$ cat config.mk
export PLATFORM = sky130hd
export DESIGN_NAME = lcd_ram_arbiter
export DESIGN_NICKNAME = d
export VERILOG_FILES = /design/src/rtl/lcd_pkg.sv /design/src/rtl/lcd_rr_pick.sv /design/src/rtl/lcd_ram_arbiter.sv
export SDC_FILE = /design/constraint.sdc
export NUM_CORES = 1
export LEC_CHECK = 0
export ABC_AREA = 1
export CELL_PAD_IN_SITES_DETAIL_PLACEMENT = 0
export CELL_PAD_IN_SITES_GLOBAL_PLACEMENT = 2
export CORE_MARGIN = 8
export CORE_UTILIZATION = 23
export CTS_BUF_LIST = sky130_fd_sc_hd__clkbuf_4
export CTS_CLUSTER_SIZE = 24
export DETAILED_ROUTE_END_ITERATION = 6
export GPL_TIMING_DRIVEN = 0
export PLACE_DENSITY = 0.91
export RECOVER_POWER = 50
export SYNTH_ARGS = -nofsm -noshare
export SYNTH_HDL_FRONTEND = slang
export SYNTH_SLANG_ARGS = --single-unit
export TNS_END_PERCENT = 5
$ cat constraint.sdc
create_clock -name clk -period 1.9 [get_ports clk]
set_clock_uncertainty 0.05 [all_clocks]
set_input_delay 0.285 -clock clk [delete_from_list [all_inputs] [get_ports clk]]
set_output_delay 0.285 -clock clk [all_outputs]
set_load 0.03 [all_outputs]
$ cat src/rtl/lcd_pkg.sv
// Shared constants for the LCD display RAM write-port arbiter.
package lcd_pkg;

    localparam logic [1:0] ST_IDLE  = 2'd0;
    localparam logic [1:0] ST_GRANT = 2'd1;
    localparam logic [1:0] ST_TURN  = 2'd2;

    localparam int LCD_NREQ      = 3;
    localparam int LCD_AW        = 8;
    localparam int LCD_DW        = 8;
    localparam int LCD_MAX_BURST = 16;

endpackage

$ cat src/rtl/lcd_rr_pick.sv
// Combinational circular first-one finder: first set req at or after rr_ptr.
module lcd_rr_pick
    import lcd_pkg::*;
#(
    parameter int NREQ = LCD_NREQ,
    localparam int IW  = (NREQ > 1) ? $clog2(NREQ) : 1
) (
    input  logic [NREQ-1:0] req,
    input  logic [IW-1:0]   rr_ptr,
    output logic [NREQ-1:0] pick,
    output logic [IW-1:0]   idx,
    output logic            valid
);

    logic          found;
    logic [IW-1:0] cand;

    always_comb begin
        pick  = '0;
        idx   = '0;
        valid = |req;
        found = 1'b0;
        cand  = '0;
        for (int j = 0; j < NREQ; j++) begin
            cand = IW'((int'(rr_ptr) + j) % NREQ);
            if (!found && req[cand]) begin
                found      = 1'b1;
                pick[cand] = 1'b1;
                idx        = cand;
            end
        end
    end

endmodule

$ cat src/rtl/lcd_ram_arbiter.sv
// Round-robin, burst-locked arbiter for the single LCD display RAM write port.
// state    | meaning
// ST_IDLE  | no owner; pick next requester from rr pointer
// ST_GRANT | owner holds gnt; its writes go to RAM with 1-cycle latency
// ST_TURN  | one dead cycle after release before the next pick
module lcd_ram_arbiter
    import lcd_pkg::*;
#(
    parameter int NREQ      = LCD_NREQ,
    parameter int AW        = LCD_AW,
    parameter int DW        = LCD_DW,
    parameter int MAX_BURST = LCD_MAX_BURST
) (
    input  logic             clk,
    input  logic             rst_n,
    input  logic [NREQ-1:0]    req,
    input  logic [NREQ-1:0]    wr,
    input  logic [NREQ*AW-1:0] addr,
    input  logic [NREQ*DW-1:0] din,
    input  logic             err_clr,
    output logic [NREQ-1:0]  gnt,
    output logic             ram_we,
    output logic [AW-1:0]    ram_addr,
    output logic [DW-1:0]    ram_din,
    output logic             busy,
    output logic             err
);

    localparam int IW = (NREQ > 1) ? $clog2(NREQ) : 1;
    localparam int CW = $clog2(MAX_BURST + 1);

    logic [1:0]      state_q, state_d;
    logic [NREQ-1:0] gnt_q, gnt_d;
    logic [IW-1:0]   owner_q, owner_d;
    logic [IW-1:0]   rr_q, rr_d;
    logic [CW-1:0]   count_q, count_d;
    logic            ram_we_q, ram_we_d;
    logic [AW-1:0]   ram_addr_q, ram_addr_d;
    logic [DW-1:0]   ram_din_q, ram_din_d;
    logic            err_q, err_d;

    logic [NREQ-1:0] pick;
    logic [IW-1:0]   pick_idx;
    logic            pick_valid;

    logic            own_req, own_wr;
    logic [AW-1:0]   own_addr;
    logic [DW-1:0]   own_din;

    lcd_rr_pick #(.NREQ(NREQ)) u_pick (
        .req    (req),
        .rr_ptr (rr_q),
        .pick   (pick),
        .idx    (pick_idx),
        .valid  (pick_valid)
    );

    always_comb begin
        own_req  = 1'b0;
        own_wr   = 1'b0;
        own_addr = '0;
        own_din  = '0;
        for (int i = 0; i < NREQ; i++) begin
            if (owner_q == IW'(i)) begin
                own_req  = req[i];
                own_wr   = wr[i];
                own_addr = addr[i*AW +: AW];
                own_din  = din[i*DW +: DW];
            end
        end
    end

    always_comb begin
        state_d    = state_q;
        gnt_d      = gnt_q;
        owner_d    = owner_q;
        rr_d       = rr_q;
        count_d    = count_q;
        ram_we_d   = 1'b0;
        ram_addr_d = ram_addr_q;
        ram_din_d  = ram_din_q;

        case (state_q)
            ST_IDLE: begin
                if (pick_valid) begin
                    gnt_d   = pick;
                    owner_d = pick_idx;
                    count_d = '0;
                    state_d = ST_GRANT;
                end
            end
            ST_GRANT: begin
                if (own_wr) begin
                    ram_we_d   = 1'b1;
                    ram_addr_d = own_addr;
                    ram_din_d  = own_din;
                    count_d    = count_q + CW'(1);
                end
                // The beat that reaches MAX_BURST is still written; release follows it.
                if (!own_req || count_d == CW'(MAX_BURST)) begin
                    gnt_d   = '0;
                    rr_d    = (owner_q == IW'(NREQ - 1)) ? '0 : owner_q + IW'(1);
                    state_d = ST_TURN;
                end
            end
            ST_TURN: begin
                state_d = ST_IDLE;
            end
            default: begin
                gnt_d   = '0;
                state_d = ST_IDLE;
            end
        endcase

        if (|(wr & ~gnt_q)) begin
            err_d = 1'b1;
        end else if (err_clr) begin
            err_d = 1'b0;
        end else begin
            err_d = err_q;
        end
    end

    always_ff @(posedge clk or negedge rst_n) begin
        if (!rst_n) begin
            state_q    <= ST_IDLE;
            gnt_q      <= '0;
            owner_q    <= '0;
            rr_q       <= '0;
            count_q    <= '0;
            ram_we_q   <= 1'b0;
            ram_addr_q <= '0;
            ram_din_q  <= '0;
            err_q      <= 1'b0;
        end else begin
            state_q    <= state_d;
            gnt_q      <= gnt_d;
            owner_q    <= owner_d;
            rr_q       <= rr_d;
            count_q    <= count_d;
            ram_we_q   <= ram_we_d;
            ram_addr_q <= ram_addr_d;
            ram_din_q  <= ram_din_d;
            err_q      <= err_d;
        end
    end

    assign gnt      = gnt_q;
    assign ram_we   = ram_we_q;
    assign ram_addr = ram_addr_q;
    assign ram_din  = ram_din_q;
    assign busy     = (state_q != ST_IDLE);
    assign err      = err_q;

endmodule

==> results.md <==
- Ys Warns: 0
- Worst-case clock buffer depth: 2
- DRT Pass-1 Iters: 4
- Worst-path clk slew: 0.12 ns
- Hpwl dp: 5220 um
- Post-DP Area: 0.00281 mm2
- HP Class: reg -> reg
- Simple-gate share of the synthesized area: 0.325
- Final Instance Area: 0.00299 mm2
- Post-Syn Nets: 319
- WP buf/inv: 1
- Rows: 33
- Cells along the critical path: clkdlybuf4s50_1
- Port Buffers: 78
- First-pass GRT wire length: 10700 um
- CP max FO: 2
- RSZ-0062 raised after global routing: yes
- Antenna violations before repair: 0
- # nets final: 409
- Crit path largest cell delay: 0.70 ns
- Final min period: 1.75 ns
- Outcome: finished clean
- Post-synthesis sequential area ratio: 0.422
- CTS tree: done
- P_leak: 1.28 nW
- Largest net degree at the start of global routing: 33
- Per-cell routed wire length: 14.6 um
- Io pins: 79
- Compound-Gate Fraction of Synth Area: 0.150
- Largest family of logic cells by synthesized area: simple AND/OR/NAND/NOR gates
- Slew Viols, Final: 0
- Die area: 0.0114 mm2
- MaxCap Viol Count: 0
- Pwr per Cell Area: 1500 mW/mm2
- Die Ht: 107 um
- Crit Path Category: reg -> out
- Clock buffer count from CTS: 5
- Avg Inst Size Synth: 7.39 um2
- CP startpoint: ram_din[1]
- Gpl congestion: 0.796
- Worst-Margin Slew: 0.838 ns
- Final worst-path cycle share: 0.923
- Yosys reg bits: 32
- Crit path arrival time: 1.42 ns
- Hold Path Origin: ram_din[7]
- Die W: 107 um
- Core outline area: 0.00809 mm2
- CTS sink count: 32
- Critical Path RT: 1.56 ns
- Adder-cell share of the synthesized area: 0.0329
- Max VDD drop: 0.000405 V
- Gr usage total: 0.116
- Layout cells sized above 1: 0.115
- Worst setup SP type: register
- Slowest CP cell: clkdlybuf4s50_1
- Worst slew margin: 0.441
- R2R Path Start: owner_q[0]
- # setup viols final: 0
- H-tree Lvls: 2
- P&R area growth vs syn: 57.3%
- Skew-Pair Late Insertion Delay: 0.34 ns
- Synth unique cells: 25
- Inserted Diodes: 0
- CP endpoint kind: primary output
- Final ANT Viol Nets: 0
- Met2 Use GR: 0.213
- Root Driver: clkbuf_4
- Crit-path leading delay family: buffers and inverters
- Grt peak-use layer: met2
- Initial Util: 0.235
- Final hold viol count: 0
- Area of the mapped netlist: 0.00190 mm2
- Drt total wl: 6610 um
- Vias in the first global route: 2076
- Overflow after GRT: 0
- DR vias: 2040
- Fmax: 0.570 GHz
- Post-Synth XOR/XNOR Area: 0.00461
- Vias/cell: 4.50
- # DRC: 0
- Fin Hold WS: 0.450 ns
- GR met1 Demand/Resource: 0.132
- Cell count after synthesis: 257
- Proportion of synthesized area in mux cells: 0
- Initial DRC count: 135
- GR Layer Usage met3: 0.0192
==> through the flow <==
step | utilization | power [mW] | setup TNS, ns | worst slack, ns | std cells
5_1_grt | 0.369 | 4.85 | -0.0415 | -0.0201 | 453
3_5_place_dp | 0.347 | 3.81 | -2.94 | -0.220 | 440
6_report | 0.369 | 4.48 | 0 | 0.147 | 453
3_3_place_gp | 0.347 | 3.77 | -10.73 | -0.249 | 440
4_1_cts | 0.360 | 4.37 | 0 | 0.00648 | 449
2_1_floorplan | - | 2.82 | 0 | 0.253 | 257
==> layer usage <==
layer,vias to the layer above,part of all wire
met5,-,0
met4,0,0.022
met3,10,0.025
met2,27,0.54
met1,965,0.41
li1,1038,-
==> state kept, by name, indices dropped and copies added (netlist names) <==
register,flops
owner_q,2
ram_we,1
rr_q,2
ram_din,8
ram_addr,8
gnt,3
count_q,5
err,1
state_q,2
==> layout make-up <==
cell class,count,area [um2]
clock inverter,3,37.5
sequential,32,805
fill,866,5100
clock buffer,5,37.5
inverter,25,93.8
buffer,7,37.5
multi-input combinational,193,1030
tap,105,131
timing repair buffer,83,815
==> layout by cell type (no fill, tap or decap), types with 4 or more instances in the layout <==
master / Yosys / routed
nand2_1: 90 / 89
clkdlybuf4s50_1: 0 / 75
dfrtp_1: 32 / 29
inv_1: 21 / 19
nand4_1: 18 / 18
o21a_1: 16 / 16
nand3_1: 11 / 11
nor2_1: 16 / 11
o21ai_0: 12 / 9
clkbuf_4: 0 / 7
o21ai_1: 4 / 7
o22ai_1: 7 / 7
inv_2: 4 / 6
nor2_2: 1 / 5
buf_4: 0 / 4
==> cells by family (layout without fill, tap and decap cells) <==
logic type	Yosys count	count (layout)
AO/OA/AOI/OAI	45	45
XOR/XNOR	1	1
adder cells (fa/ha/maj)	5	5
flip-flops	32	32
AND/OR/NAND/NOR	142	142
buffers and inverters	32	123
==> where the power goes <==
| group | internal [mW] | total (mW) | leakage, nW | switching (mW) |
|---|---|---|---|---|
| clock | 0.269 | 0.521 | 0.0403 | 0.252 |
| sequential | 0.973 | 1.17 | 0.381 | 0.194 |
| combinational | 1.14 | 2.79 | 0.854 | 1.65 |
| total | 2.38 | 4.48 | 1.28 | 2.10 |
==> repair_timing <==
item | CTS | global route
hold buffers | 1 | 0
endpoints found under the setup margin | 17 | 21
setup buffers | 0 | 4
gates cloned | 0 | 0
pin swaps | 0 | 3
hold endpoints to repair | 32 | 0
gates resized for setup | 6 | 19
==> synthesized netlist by cell type (all sizes together) <==
master  number  area [um2]
a21oi        3        15.0
a221oi       1        8.76
buf          5        25.0
clkbuf       2        7.51
dfrtp       32         801
ha           5        62.6
inv         25        93.8
nand2       92         350
nand3       12        65.1
nand4       18         113
nor2        18        77.6
nor3         1        5.00
o21a        16         120
o21ai       16        80.1
o21bai       1        7.51
o22ai        7        43.8
o32ai        1        8.76
or2          1        6.26
xnor2        1        8.76
==> worst paths after layout <==
check                                   to  slack (ns)  cells past startpoint
worst max-delay path            ram_din[1]        0.15                      1
worst min-delay path            ram_din[7]        0.45                      1
worst max register to register      gnt[0]        0.16                     12
worst min register to register  ram_din[7]        0.45                      1
max in group asynchronous       owner_q[1]        0.68                      2
min in group asynchronous       ram_din[4]        0.52                      2
Note: power is estimated with default switching activity, not from simulation.
